## config.mk

```make
export PLATFORM = sky130hd
export DESIGN_NAME = add_pipe_flat
export DESIGN_NICKNAME = d
export VERILOG_FILES = /design/src/rtl/add_pkg.sv /design/src/rtl/add_pipe_if.sv /design/src/rtl/add_chunk.sv /design/src/rtl/add_pipe.sv /design/src/flat_wrapper.sv
export SDC_FILE = /design/constraint.sdc
export NUM_CORES = 1
export LEC_CHECK = 0
export ABC_AREA = 0
export ABC_CLOCK_PERIOD_IN_PS = 2400
export BUFFER_PORTS_ARGS = -buffer_cell sky130_fd_sc_hd__buf_2
export CORE_MARGIN = 2
export CORE_UTILIZATION = 35
export DETAILED_ROUTE_END_ITERATION = 7
export GPL_ROUTABILITY_DRIVEN = 0
export PLACE_DENSITY = 0.58
export SLEW_MARGIN = 40
export SYNTH_ARGS = -nofsm -noshare
export SYNTH_HDL_FRONTEND = slang
export SYNTH_SLANG_ARGS = --single-unit
export TNS_END_PERCENT = 50
```

## constraint.sdc

```tcl
create_clock -name clk -period 2.4 [get_ports clk]
set_clock_uncertainty 0.15 [all_clocks]
set_input_delay 0.24 -clock clk [delete_from_list [all_inputs] [get_ports clk]]
set_output_delay 0.24 -clock clk [all_outputs]
set_load 0.03 [all_outputs]
```

## src/rtl/add_pkg.sv

```systemverilog
// Shared types and configuration helpers for the pipelined adder/subtractor.
// The z flag field exists only when ADD_PIPE_Z_EN is defined.
package add_pkg;

    typedef struct packed {
        logic c;
        logic v;
        logic n;
`ifdef ADD_PIPE_Z_EN
        logic z;
`endif
    } flags_t;

    function automatic int chunk_width(input int width, input int stages);
        return width / stages;
    endfunction

    // Elaboration-time legality of the width/depth pair
    function automatic bit cfg_ok(input int width, input int stages);
        return (stages > 0) && ((width % stages) == 0);
    endfunction

endpackage

```

## src/rtl/add_pipe_if.sv

```systemverilog
// Operand/result handshake bundle for add_pipe; z is present only with ADD_PIPE_Z_EN.
interface add_pipe_if #(
    parameter int WIDTH = 32
);
    logic             in_valid;
    logic             in_ready;
    logic [WIDTH-1:0] a;
    logic [WIDTH-1:0] b;
    logic             sub;
    logic             out_valid;
    logic             out_ready;
    logic [WIDTH-1:0] s;
    logic             c;
    logic             v;
    logic             n;
`ifdef ADD_PIPE_Z_EN
    logic             z;

    modport master (output in_valid, a, b, sub, out_ready,
                    input  in_ready, out_valid, s, c, v, n, z);
    modport slave  (input  in_valid, a, b, sub, out_ready,
                    output in_ready, out_valid, s, c, v, n, z);
`else
    modport master (output in_valid, a, b, sub, out_ready,
                    input  in_ready, out_valid, s, c, v, n);
    modport slave  (input  in_valid, a, b, sub, out_ready,
                    output in_ready, out_valid, s, c, v, n);
`endif
endinterface

```

## src/rtl/add_chunk.sv

```systemverilog
// Combinational CW-bit adder slice with carry-in, carry-out and carry into its MSB.
module add_chunk #(
    parameter int CW = 8
) (
    input  logic [CW-1:0] a,
    input  logic [CW-1:0] b,
    input  logic          cin,
    output logic [CW-1:0] sum,
    output logic          cout,
    output logic          cmsb
);
    logic [CW:0] full_s;

    assign full_s = {1'b0, a} + {1'b0, b} + {{CW{1'b0}}, cin};
    assign sum    = full_s[CW-1:0];
    assign cout   = full_s[CW];
    // The MSB sum bit is a ^ b ^ carry-in, so the carry into it falls out directly
    assign cmsb   = a[CW-1] ^ b[CW-1] ^ full_s[CW-1];
endmodule

```

## src/rtl/add_pipe.sv

```systemverilog
// Pipelined adder/subtractor: one CW-bit chunk per stage, skewed operands, deskewed result.
// Optional zero flag port and per-chunk zero detect enabled by ADD_PIPE_Z_EN.
module add_pipe
    import add_pkg::*;
#(
    parameter int WIDTH  = 32,
    parameter int STAGES = 4
) (
    input  logic      clk,
    input  logic      rst_n,
    add_pipe_if.slave bus
);
    localparam int CW = chunk_width(WIDTH, STAGES);

    if (!cfg_ok(WIDTH, STAGES)) begin : g_cfg_err
        $fatal(1, "add_pipe: WIDTH must be a multiple of STAGES");
    end

    logic             stall_s;
    logic             adv_s;
    logic [WIDTH-1:0] b_inv_s;
    flags_t           flags_r;

    // A stalled head freezes the whole pipe, so the input side sees the same stall
    assign stall_s      = bus.out_valid && !bus.out_ready;
    assign adv_s        = !stall_s;
    assign bus.in_ready = adv_s;
    assign b_inv_s      = bus.b ^ {WIDTH{bus.sub}};

    for (genvar k = 0; k < STAGES; k++) begin : g_stg
        localparam int IW = WIDTH - k * CW;
        localparam int PW = (k + 1) * CW;

        logic [IW-1:0] a_in_s;
        logic [IW-1:0] b_in_s;
        logic          cin_s;
        logic          vld_in_s;
        logic [PW-1:0] s_nxt_s;
        logic [CW-1:0] sum_s;
        logic          cout_s;
        logic          vld_r;
        logic [PW-1:0] s_r;
`ifdef ADD_PIPE_Z_EN
        logic          zin_s;
`endif

        if (k == 0) begin : g_head
            assign a_in_s   = bus.a;
            assign b_in_s   = b_inv_s;
            assign cin_s    = bus.sub;
            assign vld_in_s = bus.in_valid;
            assign s_nxt_s  = sum_s;
`ifdef ADD_PIPE_Z_EN
            assign zin_s    = 1'b1;
`endif
        end else begin : g_body
            assign a_in_s   = g_stg[k-1].g_fwd.a_r;
            assign b_in_s   = g_stg[k-1].g_fwd.b_r;
            assign cin_s    = g_stg[k-1].g_fwd.cy_r;
            assign vld_in_s = g_stg[k-1].vld_r;
            assign s_nxt_s  = {sum_s, g_stg[k-1].s_r};
`ifdef ADD_PIPE_Z_EN
            assign zin_s    = g_stg[k-1].g_fwd.z_r;
`endif
        end

        // Stage valid bit and deskewed low result bits; held while stalled
        always_ff @(posedge clk or negedge rst_n) begin
            if (!rst_n) begin
                vld_r <= 1'b0;
                s_r   <= {PW{1'b0}};
            end else if (adv_s) begin
                vld_r <= vld_in_s;
                s_r   <= s_nxt_s;
            end
        end

        if (k < STAGES - 1) begin : g_fwd
            localparam int RW = IW - CW;

            logic          cmsb_unused;
            logic [RW-1:0] a_r;
            logic [RW-1:0] b_r;
            logic          cy_r;
`ifdef ADD_PIPE_Z_EN
            logic          z_r;
`endif

            add_chunk #(.CW(CW)) u_chunk (
                .a    (a_in_s[CW-1:0]),
                .b    (b_in_s[CW-1:0]),
                .cin  (cin_s),
                .sum  (sum_s),
                .cout (cout_s),
                .cmsb (cmsb_unused)
            );

            // Skew registers: operand bits not yet consumed plus the chunk carry
            always_ff @(posedge clk or negedge rst_n) begin
                if (!rst_n) begin
                    a_r  <= {RW{1'b0}};
                    b_r  <= {RW{1'b0}};
                    cy_r <= 1'b0;
`ifdef ADD_PIPE_Z_EN
                    z_r  <= 1'b0;
`endif
                end else if (adv_s) begin
                    a_r  <= a_in_s[IW-1:CW];
                    b_r  <= b_in_s[IW-1:CW];
                    cy_r <= cout_s;
`ifdef ADD_PIPE_Z_EN
                    z_r  <= zin_s && (sum_s == {CW{1'b0}});
`endif
                end
            end
        end else begin : g_tail
            logic cmsb_s;

            add_chunk #(.CW(CW)) u_chunk (
                .a    (a_in_s[CW-1:0]),
                .b    (b_in_s[CW-1:0]),
                .cin  (cin_s),
                .sum  (sum_s),
                .cout (cout_s),
                .cmsb (cmsb_s)
            );

            // Flags come from the MSB chunk, registered alongside the final sum
            always_ff @(posedge clk or negedge rst_n) begin
                if (!rst_n) begin
                    flags_r.c <= 1'b0;
                    flags_r.v <= 1'b0;
                    flags_r.n <= 1'b0;
`ifdef ADD_PIPE_Z_EN
                    flags_r.z <= 1'b0;
`endif
                end else if (adv_s) begin
                    flags_r.c <= cout_s;
                    flags_r.v <= cmsb_s ^ cout_s;
                    flags_r.n <= sum_s[CW-1];
`ifdef ADD_PIPE_Z_EN
                    flags_r.z <= zin_s && (sum_s == {CW{1'b0}});
`endif
                end
            end
        end
    end

    assign bus.out_valid = g_stg[STAGES-1].vld_r;
    assign bus.s         = g_stg[STAGES-1].s_r;
    assign bus.c         = flags_r.c;
    assign bus.v         = flags_r.v;
    assign bus.n         = flags_r.n;
`ifdef ADD_PIPE_Z_EN
    assign bus.z         = flags_r.z;
`endif

endmodule

```

## src/flat_wrapper.sv

```systemverilog
// flat-port wrapper written by rule: the top's interface ports become plain ports
module add_pipe_flat import add_pkg::*;
#(
    parameter int WIDTH  = 32,
    parameter int STAGES = 4
)
  (clk, rst_n, bus_in_valid, bus_a, bus_b, bus_sub, bus_out_ready, bus_in_ready, bus_out_valid, bus_s, bus_c, bus_v, bus_n);
  add_pipe_if #(.WIDTH(WIDTH)) bus_i ();
  input  logic clk;
  input  logic rst_n;
  input wire logic [$bits(bus_i.in_valid)-1:0] bus_in_valid;
  input wire logic [$bits(bus_i.a)-1:0] bus_a;
  input wire logic [$bits(bus_i.b)-1:0] bus_b;
  input wire logic [$bits(bus_i.sub)-1:0] bus_sub;
  input wire logic [$bits(bus_i.out_ready)-1:0] bus_out_ready;
  output wire logic [$bits(bus_i.in_ready)-1:0] bus_in_ready;
  output wire logic [$bits(bus_i.out_valid)-1:0] bus_out_valid;
  output wire logic [$bits(bus_i.s)-1:0] bus_s;
  output wire logic [$bits(bus_i.c)-1:0] bus_c;
  output wire logic [$bits(bus_i.v)-1:0] bus_v;
  output wire logic [$bits(bus_i.n)-1:0] bus_n;
  assign bus_i.in_valid = bus_in_valid;
  assign bus_i.a = bus_a;
  assign bus_i.b = bus_b;
  assign bus_i.sub = bus_sub;
  assign bus_i.out_ready = bus_out_ready;
  assign bus_in_ready = bus_i.in_ready;
  assign bus_out_valid = bus_i.out_valid;
  assign bus_s = bus_i.s;
  assign bus_c = bus_i.c;
  assign bus_v = bus_i.v;
  assign bus_n = bus_i.n;
  add_pipe #(.WIDTH(WIDTH), .STAGES(STAGES)) u_core (.clk(clk), .rst_n(rst_n), .bus(bus_i));
endmodule
```

-- Yosys cells after proc, flatten, opt, wreduce, memory -nomap -nowiden
Cells that the tools add are included.
- bits in registers: 186
- output and inout port bits: 37
- bitwise operators: 4
- reductions and logical operators: 3
- add/subtract/negate cells: 8
- operator list (operator ; number):
    adder 8 x 8 -> 9 bit ; 4
    adder 9 x 1 -> 9 bit ; 4
    bitwise XOR 32 bit ; 1
    bitwise XOR 1 bit ; 3
    zero test 1 bit ; 2
    logical AND 1 bit ; 1

-- Logic depth before layout (Yosys ltp)
Gate-level depths: netlist of run 1.
- depth after elaboration: 4
- gate-level depth with buffers: 10
- depth with buffers taken out: 8

-- Modules after synthesis
Synthesis of run 1 repeated with hierarchy kept, for this count alone.
- cells, all modules: 602
- area, all modules: 9011.1 µm²
- by module, submodules not included (module ; cells an instance ; area each (µm²) ; instances):
    add_pipe ; 430 ; 7611.0 ; 1
    add_chunk (u_core.g_stg[0].g_fwd.u_chunk ...) ; 43 ; 345.3 ; 3
    add_chunk (u_core.g_stg[2].g_fwd.u_chunk) ; 43 ; 364.1 ; 1

-- Worst setup path before layout of run 1
No wires, ideal clock.
- path kind: register to register
- from: register u_core.g_stg[2].g_fwd.cy_r
- to: register u_core.bus.v (netlist name)
- buffers on the path: 0
- data required time: 2119 ps
- arrival: 2093 ps
- setup slack: 27 ps
- cell stages (with the launch flop): 8
- cell sequence: dfrtp_1 fa_1 fa_1 a211oi_2 nor4b_2 a211oi_2 xnor2_1 a21oi_2
- word-level cells in the longest chain between the ends: 3
- RTL lines (what ; RTL line ; RTL):
    from (decl) ; add_pipe.sv:84 ; logic cy_r;
    from (signal assigned) ; add_pipe.sv:110 ; cy_r <= cout_s;
    adder 9 x 1 -> 9 bit (*) ; add_chunk.sv:14 ; assign full_s = {1'b0, a} + {1'b0, b} + {{CW{1'b0}}, cin};
    bitwise XOR 1 bit ; add_chunk.sv:18 ; assign cmsb = a[CW-1] ^ b[CW-1] ^ full_s[CW-1];
    bitwise XOR 1 bit (*) ; add_pipe.sv:139 ; flags_r.v <= cmsb_s ^ cout_s;
Every way passes the cells marked *; elsewhere a longest branch is shown, timed or not.
A chain may end at the register's enable or synchronous reset.

-- Final worst setup path of run 1
- from: register u_core.g_stg[1].g_fwd.cy_r
- to: register u_core.g_stg[2].s_r[22]
- word-level cells in the longest chain between the ends: 1
- RTL lines (what ; RTL line ; RTL):
    from (decl) ; add_pipe.sv:84 ;
    from (signal assigned) ; add_pipe.sv:110 ;
    adder 9 x 1 -> 9 bit ; add_chunk.sv:14 ;
    to (signal assigned) ; add_pipe.sv:71 ; s_r <= {PW{1'b0}};
    to (signal assigned) ; add_pipe.sv:74 ; s_r <= s_nxt_s;
    to (decl) ; add_pipe.sv:42 ; logic [PW-1:0] s_r;
No other way between the ends.

==> results.yml, run 1 <==
detailed_routing:
  drt_iter0_drc: 353
  wl_per_cell_um: 12.7
  post_drt_via_cell_ratio: 4.49
  ant_nets: 0
  drc: 0
  wirelength_um: 17900
  first_pass_iters: 4
  num_vias: 6352
global_route:
  grt_pass1_vias: 6183
  grt_overflow_total: 0
  use_met1_pct: 20.4
  grt_pass1_wl_um: 30400
  use_met2_pct: 23.1
  track_usage_pct: 14.6
  grt-busiest-layer: "met2"
  grt_max_degree: 83
  antenna_found_initial: 1
  met3_usage_pct: 3.26
critical_path:
  endpoint_kind: "flip-flop"
  crit_end: "u_core.g_stg[2].s_r[22]$_DFFE_PN0N_"
  regToRegSetupSlack_ns: 0.08
  crit_fanout: 2
  cp-startpoint: "u_core.g_stg[1].g_fwd.cy_r$_DFFE_PN0N_"
  worst-path-buf-inv: 0
  r2r_end: "u_core.g_stg[2].s_r[22]$_DFFE_PN0N_"
  worstSetupStartpointType: "flip-flop"
  critPathSlowestCell: "dfrtp_1"
  crit_top_cell: "fa_2"
  cp_cell_sequence: "fa_2 -> fa_2 -> a21o_1 -> a21oi_2 -> o21bai_1 -> or4_1 -> nand3_1"
  critical-path-top-delay-family: "adder cells"
  r2r_start: "u_core.g_stg[1].g_fwd.cy_r$_DFFE_PN0N_"
  arrival_ns: 2.52
  required_ns: 2.61
  rr_worst_depth: 7
  cp_num_cells: 7
  critical_path.max_stage_delay_ns: 0.41
  critPathKind: "reg2reg"
clocking:
  post-cts-setup-buffers: 0
  path_clk_slew_ns: 0.07
  cts_buffer_depth: 2
  cts_tree: "done"
  cts-buffers-inserted: 17
  clkSinkCount: 185
  h-tree-depth: 4
  clock_latency_ns: 0.43
  root_buffer: "clkbuf_16"
finish:
  fin_cells: 1414
  most-common-layout-cells: "nand2_1 (438), dfrtp_1 (185), buf_2 (104), dlygate4sd3_1 (51), o21ai_0 (47)"
  final_nets: 1187
  area_delta_synth_final_pct: 24.1
  fin_area_sq_um: 10500
  drive_gt1_share_pct: 15.5
  final_common_cell: "nand2_1"
placement:
  port_buffers: 105
  place_area_sq_um: 9370
  dpl_worst_slack_ns: -0.0839
  dpl.hpwl_um: 12000
  post-place-cells: 1332
floorplan:
  initial_utilization_pct: 35.8
  row_count: 56
  dieArea_sq_um: 25400
  die_h_um: 159
  ios: 106
  dieWidth_um: 159
  core_sq_um: 23600
sta:
  fmax_mhz: 432
  rsz0062_at_grt: "true"
  setup_violations: 0
  hold_viol: 0
  setup_slack_ns: 0.0849
  post-route-period-util_pct: 96.5
  timing.slew.headroom_pct: 61.2
  drv_slew: 0
  period_needed_ns: 2.32
  fin_hold_ws_ns: 0.0220
  tightest_slew_ns: 0.582
synthesis:
  synth_area_per_cell_sq_um: 9.06
  synth-seq-cells: 185
  netlist_area_sq_um: 8450
  synth_nets: 1036
  syn_inst: 932
  synth_edf_count: 0
  ys.flop_type: "dfrtp_1"
  synth_cell_types: 42
  synthArstFlopShare_pct: 100
  yosysSeqAreaShare_pct: 54.8
  yosysWarnings: 0
hold_path:
  whs_path_depth: 3
  min_from: "bus_b[28]"
  hold_path.class: "in2reg"
power_and_ir_drop:
  ir_worst_vdd_mv: 0.479
  power.density_nw_per_um2: 1290
  leakagePower_uw: 0.00528
run_status:
  status: "completed"
job:
  drv_cap: 0
-- through the flow --
| step | power [uW] | setup TNS [ns] | util (%) |
|---|---|---|---|
| floorplan | 9240 | 0 | - |
| global placement | 10600 | -0.0889 | 39.7 |
| detailed placement | 10800 | -0.196 | 39.7 |
| CTS | 13700 | 0 | 44.3 |
| global route | 14700 | -0.0128 | 44.4 |
| finish | 13500 | 0 | 44.4 |
-- state kept, by name, summed over array words and instances, names as in the netlist --
name                     count
u_core.bus.v                 1
u_core.bus.n                 1
u_core.bus.c                 1
u_core.bus.out_valid         1
u_core.g_stg.vld_r           3
u_core.g_stg.g_fwd.cy_r      3
u_core.g_stg.g_fwd.b_r      48
u_core.bus.s                31
u_core.g_stg.g_fwd.a_r      48
u_core.g_stg.s_r            48
-- tightest hold or removal path, cell delays in order --
cell and delay [ns]:
buf_2 0.09, xnor2_1 0.13, o21ai_0 0.09
-- repair_timing --
item	CTS	global route
endpoints found under the setup margin	5	5
endpoints found under the hold margin	110	0
hold buffers	51	0
pin swaps	2	0
gates resized for setup	3	4
-- synthesized netlist by cell type, types with 8 or more instances --
cell type / count / area (sq um)
o21ai_0: 47 / 235
inv_1: 11 / 41.3
nand2_1: 438 / 1640
dfrtp_1: 185 / 4630
nor2_1: 19 / 71.3
xor2_1: 18 / 158
xnor2_1: 31 / 272
buf_2: 26 / 130
ha_1: 28 / 350
a21o_1: 8 / 60.1
a21oi_1: 24 / 120
clkbuf_1: 14 / 52.6
-- power by group --
group	total, uW	leakage, uW	internal [uW]	switching (uW)
logic	5420	0.00277	2150	3270
registers	5320	0.00223	4520	807
clock network	2800	0.000278	1580	1220
-- kinds of logic (layout without fill, tap and decap cells) --
kind of cell	count (synthesis)	count (layout)	share of synthesized area, %
multiplexers	2	2	0.237
adder cells (fa/ha/maj)	35	35	5.81
AND/OR/NAND/NOR	488	488	22.7
AO/OA/AOI/OAI	114	114	8.09
XOR/XNOR	49	49	5.08
other	0	1	0
buffers and inverters	59	221	3.32
flip-flops	185	185	54.8
-- metal layers --
layer,share of wire (%),wire length (um)
met1,50,8970
met2,46,8190
met3,3.5,624
met4,0.75,134
met5,0,0
-- worst min-delay path by stage --
stage                                                      to  slack, ns
floorplan                            u_core.bus.c$_DFFE_PN0N_      -0.21
global placement             u_core.bus.out_valid$_DFFE_PN0N_       0.13
detailed placement         u_core.g_stg[0].s_r[5]$_DFFE_PN0N_       0.13
CTS                 u_core.g_stg[0].g_fwd.b_r[20]$_DFFE_PN0N_       0.02
global route        u_core.g_stg[0].g_fwd.b_r[20]$_DFFE_PN0N_       0.02
finish              u_core.g_stg[0].g_fwd.b_r[20]$_DFFE_PN0N_       0.02
-- layout make-up --
cell class,instances,area (sq um)
inverter,12,47.5
tap,319,399
clock buffer,20,457
sequential,185,4630
clock inverter,10,120
antenna,1,2.50
multi-input combinational,688,3560
fill,2397,13100
timing repair buffer,179,1270
Note: power is estimated with default switching activity, not from simulation.
==> run 2: changes to the inputs <==
Settings changed: ABC_CLOCK_PERIOD_IN_PS 2400 to 2570, PLACE_DENSITY 0.58 to 0.55, SYNTH_HIERARCHICAL from default to 1.
Clock period 2.4 ns to 2.57 ns, I/O delays scaled along.
==> run 2 against run 1 <==
Hold slack better by 0.053 ns. Wire length down 8.7%. Combinational power up 18%. Critical path type unchanged. Critical endpoint is now u_core/bus.v$_DFFE_PN0N_. Largest power group unchanged. Highest routed layer unchanged.
==> results.yml, run 2 <==
sta:
  drv_slew: 0
  hold_viol: 0
  post-route-period-util_pct: 96.4
  tns_ns: 0
  timing.slew.headroom_pct: 65.2
  rsz0062_at_grt: "false"
  fmax_mhz: 404
  tightest_slew_ns: 0.522
  period_needed_ns: 2.48
  setup_violations: 0
finish:
  area_delta_synth_final_pct: 20.3
  drive_gt1_share_pct: 47.0
  final_nets: 843
  final_common_cell: "dfrtp_1"
  final_core_util_pct: 42.8
  fin_area_sq_um: 10800
  diodes: 0
  biggestRegsByFlops: "u_core/g_stg.g_fwd.a_r (48), u_core/g_stg.g_fwd.b_r (48), u_core/g_stg.s_r (48)"
  fill_cells: 2291
  most-common-layout-cells: "dfrtp_1 (185), buf_2 (104), mux2_4 (100), mux2_2 (84), xor2_1 (41)"
synthesis:
  yosysWarnings: 6
  synth_nets: 701
  netlist_area_sq_um: 8970
  synth_area_per_cell_sq_um: 15.1
  syn_inst: 596
power_and_ir_drop:
  ir_worst_vdd_mv: 0.538
  power_uw: 14200
  leakagePower_uw: 0.00495
  power.density_nw_per_um2: 1320
floorplan:
  initial_utilization_pct: 35.6
  dieWidth_um: 164
  die_h_um: 164
  dieArea_sq_um: 26900
  row_count: 58
  core_sq_um: 25200
  ios: 106
critical_path:
  crit_fanout: 2
  endpoint_kind: "flip-flop"
  arrival_ns: 2.63
  critPathSlowestCell: "fa_1"
  cp_cell_sequence: "fa_1 -> fa_2 -> a21oi_2 -> o21a_1 -> o21ai_0 -> xor2_1 -> mux2_2"
  required_ns: 2.73
  critical_path.max_stage_delay_ns: 0.47
  worstSetupStartpointType: "flip-flop"
  critical-path-top-delay-family: "adder cells"
  critPathKind: "reg2reg"
  worst-path-buf-inv: 0
detailed_routing:
  wirelength_um: 16400
  wl_per_cell_um: 15.1
  first_pass_iters: 4
  drc: 0
  ant_nets: 0
  num_vias: 5022
  drt_iter0_drc: 206
  post_drt_via_cell_ratio: 4.65
clocking:
  clock_latency_ns: 0.42
  h-tree-depth: 4
  path_clk_slew_ns: 0.07
  cts_buffer_depth: 2
  cts-buffers-inserted: 17
  root_buffer: "clkbuf_16"
  clkSinkCount: 185
  cts_tree: "done"
placement:
  dpl.hpwl_um: 11600
  place_area_sq_um: 9900
  port_buffers: 105
global_route:
  grt_max_degree: 63
  grt_pass1_vias: 5274
  track_usage_pct: 12.7
  grt_pass1_wl_um: 26800
  grt_overflow_total: 0
  antenna_found_initial: 0
job:
  drv_cap: 0
run_status:
  status: "completed"
hold_path:
  hold_path.class: "in2reg"
-- run 2: cell types whose count changed in the layout (fill, tap and decap cells not counted), moves of 6 or more --
cell / previous run / this run
nand2_1: 438 / 12
xor2_1: 18 / 41
mux2_2: 0 / 84
a311o_1: 0 / 12
dlygate4sd3_1: 51 / 26
nor2_1: 19 / 0
xnor2_1: 31 / 8
mux2_4: 0 / 100
buf_4: 19 / 11
o21ai_0: 47 / 3
a21oi_1: 23 / 17
a211oi_1: 7 / 0
-- run 2: stage by stage --
stage          cells  setup slack [ns]  hold WS (ns)
6_report        1081            0.0937        0.0753
2_1_floorplan    596            0.0411        -0.189
4_1_cts         1081            0.0413        0.0537
3_3_place_gp    1023            0.0604         0.124
5_1_grt         1081            0.0153        0.0637
3_5_place_dp    1023           0.00978         0.131
-- run 2: path summary, 6_finish.rpt --
kind                                                           from                                   endpoint  slack [ns]  cells past startpoint
max                        u_core/g_stg[2].g_fwd.a_r[0]$_DFFE_PN0N_                   u_core/bus.v$_DFFE_PN0N_        0.09                      7
min                                                       bus_b[18]  u_core/g_stg[0].g_fwd.b_r[10]$_DFFE_PN0N_        0.08                      3
max reg2reg                u_core/g_stg[2].g_fwd.a_r[0]$_DFFE_PN0N_                   u_core/bus.v$_DFFE_PN0N_        0.09                      7
min reg2reg                       u_core/g_stg[2].vld_r$_DFFE_PN0N_           u_core/bus.out_valid$_DFFE_PN0N_        0.31                      1
max in group asynchronous                                     rst_n                u_core/bus.s[2]$_DFFE_PN0N_        1.32                      3
min in group asynchronous                                     rst_n               u_core/bus.s[28]$_DFFE_PN0N_        0.23                      2
-- run 2: routing by layer --
| metal | vias up | global-route usage, % | routed length (um) |
|---|---|---|---|
| li1 | 2411 | - | - |
| met1 | 2502 | 17.1 | 7880 |
| met2 | 89 | 20.1 | 7660 |
| met3 | 20 | 3.11 | 584 |
| met4 | 0 | 4.15 | 226 |
| met5 | - | 0 | 0 |
-- run 2: cell type report --
cell class | instances | area [sq um] | share of cell area [%]
Sequential cell | 185 | 4630 | 42.9
Multi-Input combinational cell | 369 | 4060 | 37.6
Timing Repair Buffer | 148 | 997 | 9.24
Clock buffer | 18 | 429 | 3.98
Tap cell | 330 | 413 | 3.83
Clock inverter | 14 | 195 | 1.81
Inverter | 17 | 63.8 | 0.591
-- run 2: timing repair --
| item | CTS | global route |
|---|---|---|
| endpoints found under the setup margin | 1 | 1 |
| pin swaps | 0 | 0 |
| hold buffers | 26 | 0 |
| cloned | 0 | 0 |
| setup buffers | 0 | 0 |
| endpoints found under the hold margin | 83 | 0 |
| resized for setup | 1 | 1 |
-- run 2: tightest hold or removal path, delay by kind of cell --
family | cells | cell delay, ns
mux | 1 | 0.15
xor+xnor | 1 | 0.11
buf+inv | 1 | 0.10
-- run 2: power breakdown --
part	internal [uW]	switching, uW
Combinational	3490	2930
Sequential	4250	776
Clock	1630	1140
Total	9380	4840
==> run 3: changes to the inputs <==
Settings changed: CTS_BUF_LIST from default to sky130_fd_sc_hd__clkbuf_4 sky130_fd_sc_hd__clkbuf_8, HOLD_SLACK_MARGIN from default to 0.15.
==> run 3 against run 2 <==
Largest cell class unchanged. Clock power down 23%. Critical endpoint unchanged. Die area unchanged. Total power down 4.1%.
==> results.yml, run 3 (same netlist as run 2, synthesis figures left out) <==
detailed_routing:
  drc: 0
  wl_per_cell_um: 15.1
  wirelength_um: 16800
  num_vias: 5147
  first_pass_iters: 4
  drt_iter0_drc: 221
  ant_nets: 0
  post_drt_via_cell_ratio: 4.64
floorplan:
  die_h_um: 164
  core_sq_um: 25200
  dieArea_sq_um: 26900
  dieWidth_um: 164
  initial_utilization_pct: 35.6
  row_count: 58
  ios: 106
run_status:
  status: "completed"
sta:
  setup_violations: 0
  period_needed_ns: 2.47
  timing.slew.headroom_pct: 65.0
  hold_viol: 0
  post-route-period-util_pct: 96.1
  tns_ns: 0
  rsz0062_at_grt: "false"
  tightest_slew_ns: 0.524
  fmax_mhz: 405
  drv_slew: 0
finish:
  biggestRegsByFlops: "u_core/g_stg.g_fwd.a_r (48), u_core/g_stg.g_fwd.b_r (48), u_core/g_stg.s_r (48)"
  area_delta_synth_final_pct: 21.4
  final_nets: 872
  most-common-layout-cells: "dfrtp_1 (185), buf_2 (104), mux2_4 (100), mux2_2 (84), dlygate4sd3_1 (55)"
  final_common_cell: "dfrtp_1"
  final_core_util_pct: 43.3
  drive_gt1_share_pct: 45.4
  diodes: 0
clocking:
  post-cts-setup-buffers: 0
  cts_tree: "done"
  cts_buffer_depth: 2
  clkSinkCount: 185
  cts-buffers-inserted: 17
  h-tree-depth: 4
  clock_latency_ns: 0.45
  root_buffer: "clkbuf_8"
  path_clk_slew_ns: 0.09
job:
  drv_cap: 0
critical_path:
  crit_fanout: 2
  critPathKind: "reg2reg"
  required_ns: 2.75
  arrival_ns: 2.65
  worstSetupStartpointType: "flip-flop"
  endpoint_kind: "flip-flop"
  rr_worst_depth: 7
placement:
  dpl.hpwl_um: 11600
  port_buffers: 105
global_route:
  antenna_found_initial: 0
  grt_overflow_total: 0
  grt_pass1_vias: 5400
  track_usage_pct: 13.0
  grt_pass1_wl_um: 27500
  grt_max_degree: 63
power_and_ir_drop:
  power.density_nw_per_um2: 1250
  leakagePower_uw: 0.00499
  power_uw: 13600
  ir_worst_vdd_mv: 0.439
hold_path:
  hold_path.class: "in2async"
## run 3: cell types whose count changed in the layout (fill, tap and decap cells not counted)
cell           before  now
dlygate4sd3_1      26   55
clkbuf_16          17    0
clkbuf_8            1   18
clkbuf_1            1    0
clkbuf_4            0    1
## run 3: repair_timing
action,4_1_cts,5_1_grt
endpoints found under the hold margin,240,0
setup endpoints to repair,1,1
resized for setup,1,1
hold buffers,55,0
## run 3: layer usage
| metal | wire (um) | track usage, % | part of all wire (%) | vias to the layer above |
|---|---|---|---|---|
| met5 | 0 | 0 | 0 | - |
| met4 | 174 | 3.79 | 1.0 | 0 |
| met3 | 571 | 3.13 | 3.4 | 12 |
| met2 | 8070 | 21.1 | 48 | 93 |
| met1 | 7980 | 17.2 | 48 | 2576 |
| li1 | - | - | - | 2466 |
## run 3: cell type report
type / instances / area, sq um
Clock buffer: 18 / 241
Clock inverter: 14 / 195
Fill cell: 2299 / 14300
Inverter: 17 / 63.8
Multi-Input combinational cell: 369 / 4060
Sequential cell: 185 / 4630
Tap cell: 330 / 413
Timing Repair Buffer: 177 / 1290
## run 3: through the flow
step,std cells,instance area (sq um),worst slack [ns],hold slack (ns)
after global placement,1023,9900,0.0604,0.124
final,1110,10900,0.0991,0.201
after floorplan,596,8970,0.0411,-0.189
after CTS,1110,10900,0.0395,0.188
after global routing,1110,10900,0.00869,0.197
after detailed placement,1023,9900,0.00978,0.131
## run 3: worst paths after layout
check | start | end | slack, ns
hold reg to reg | u_core/g_stg[2].vld_r$_DFFE_PN0N_ | u_core/bus.out_valid$_DFFE_PN0N_ | 0.32
setup reg to reg | u_core/g_stg[2].g_fwd.a_r[0]$_DFFE_PN0N_ | u_core/bus.v$_DFFE_PN0N_ | 0.1
setup / recovery | u_core/g_stg[2].g_fwd.a_r[0]$_DFFE_PN0N_ | u_core/bus.v$_DFFE_PN0N_ | 0.1
max in group asynchronous | rst_n | u_core/bus.s[2]$_DFFE_PN0N_ | 1.35
min in group clk | bus_a[6] | u_core/g_stg[0].s_r[6]$_DFFE_PN0N_ | 0.26
hold / removal | rst_n | u_core/g_stg[1].g_fwd.a_r[11]$_DFFE_PN0N_ | 0.20
## run 3: critical path, cell delays in order, from the launching register on
cell and delay (ns):
dfrtp_1 0.41, fa_1 0.47, fa_2 0.39, a21oi_2 0.18
o21a_1 0.17, o21ai_0 0.14, xor2_1 0.18, mux2_2 0.27
## run 3: power breakdown
| group | internal (uW) | switching, uW | total, uW |
|---|---|---|---|
| Combinational | 3530 | 2950 | 6480 |
| Clock | 1080 | 1060 | 2140 |
| Sequential | 4240 | 777 | 5020 |
| Total | 8850 | 4790 | 13600 |
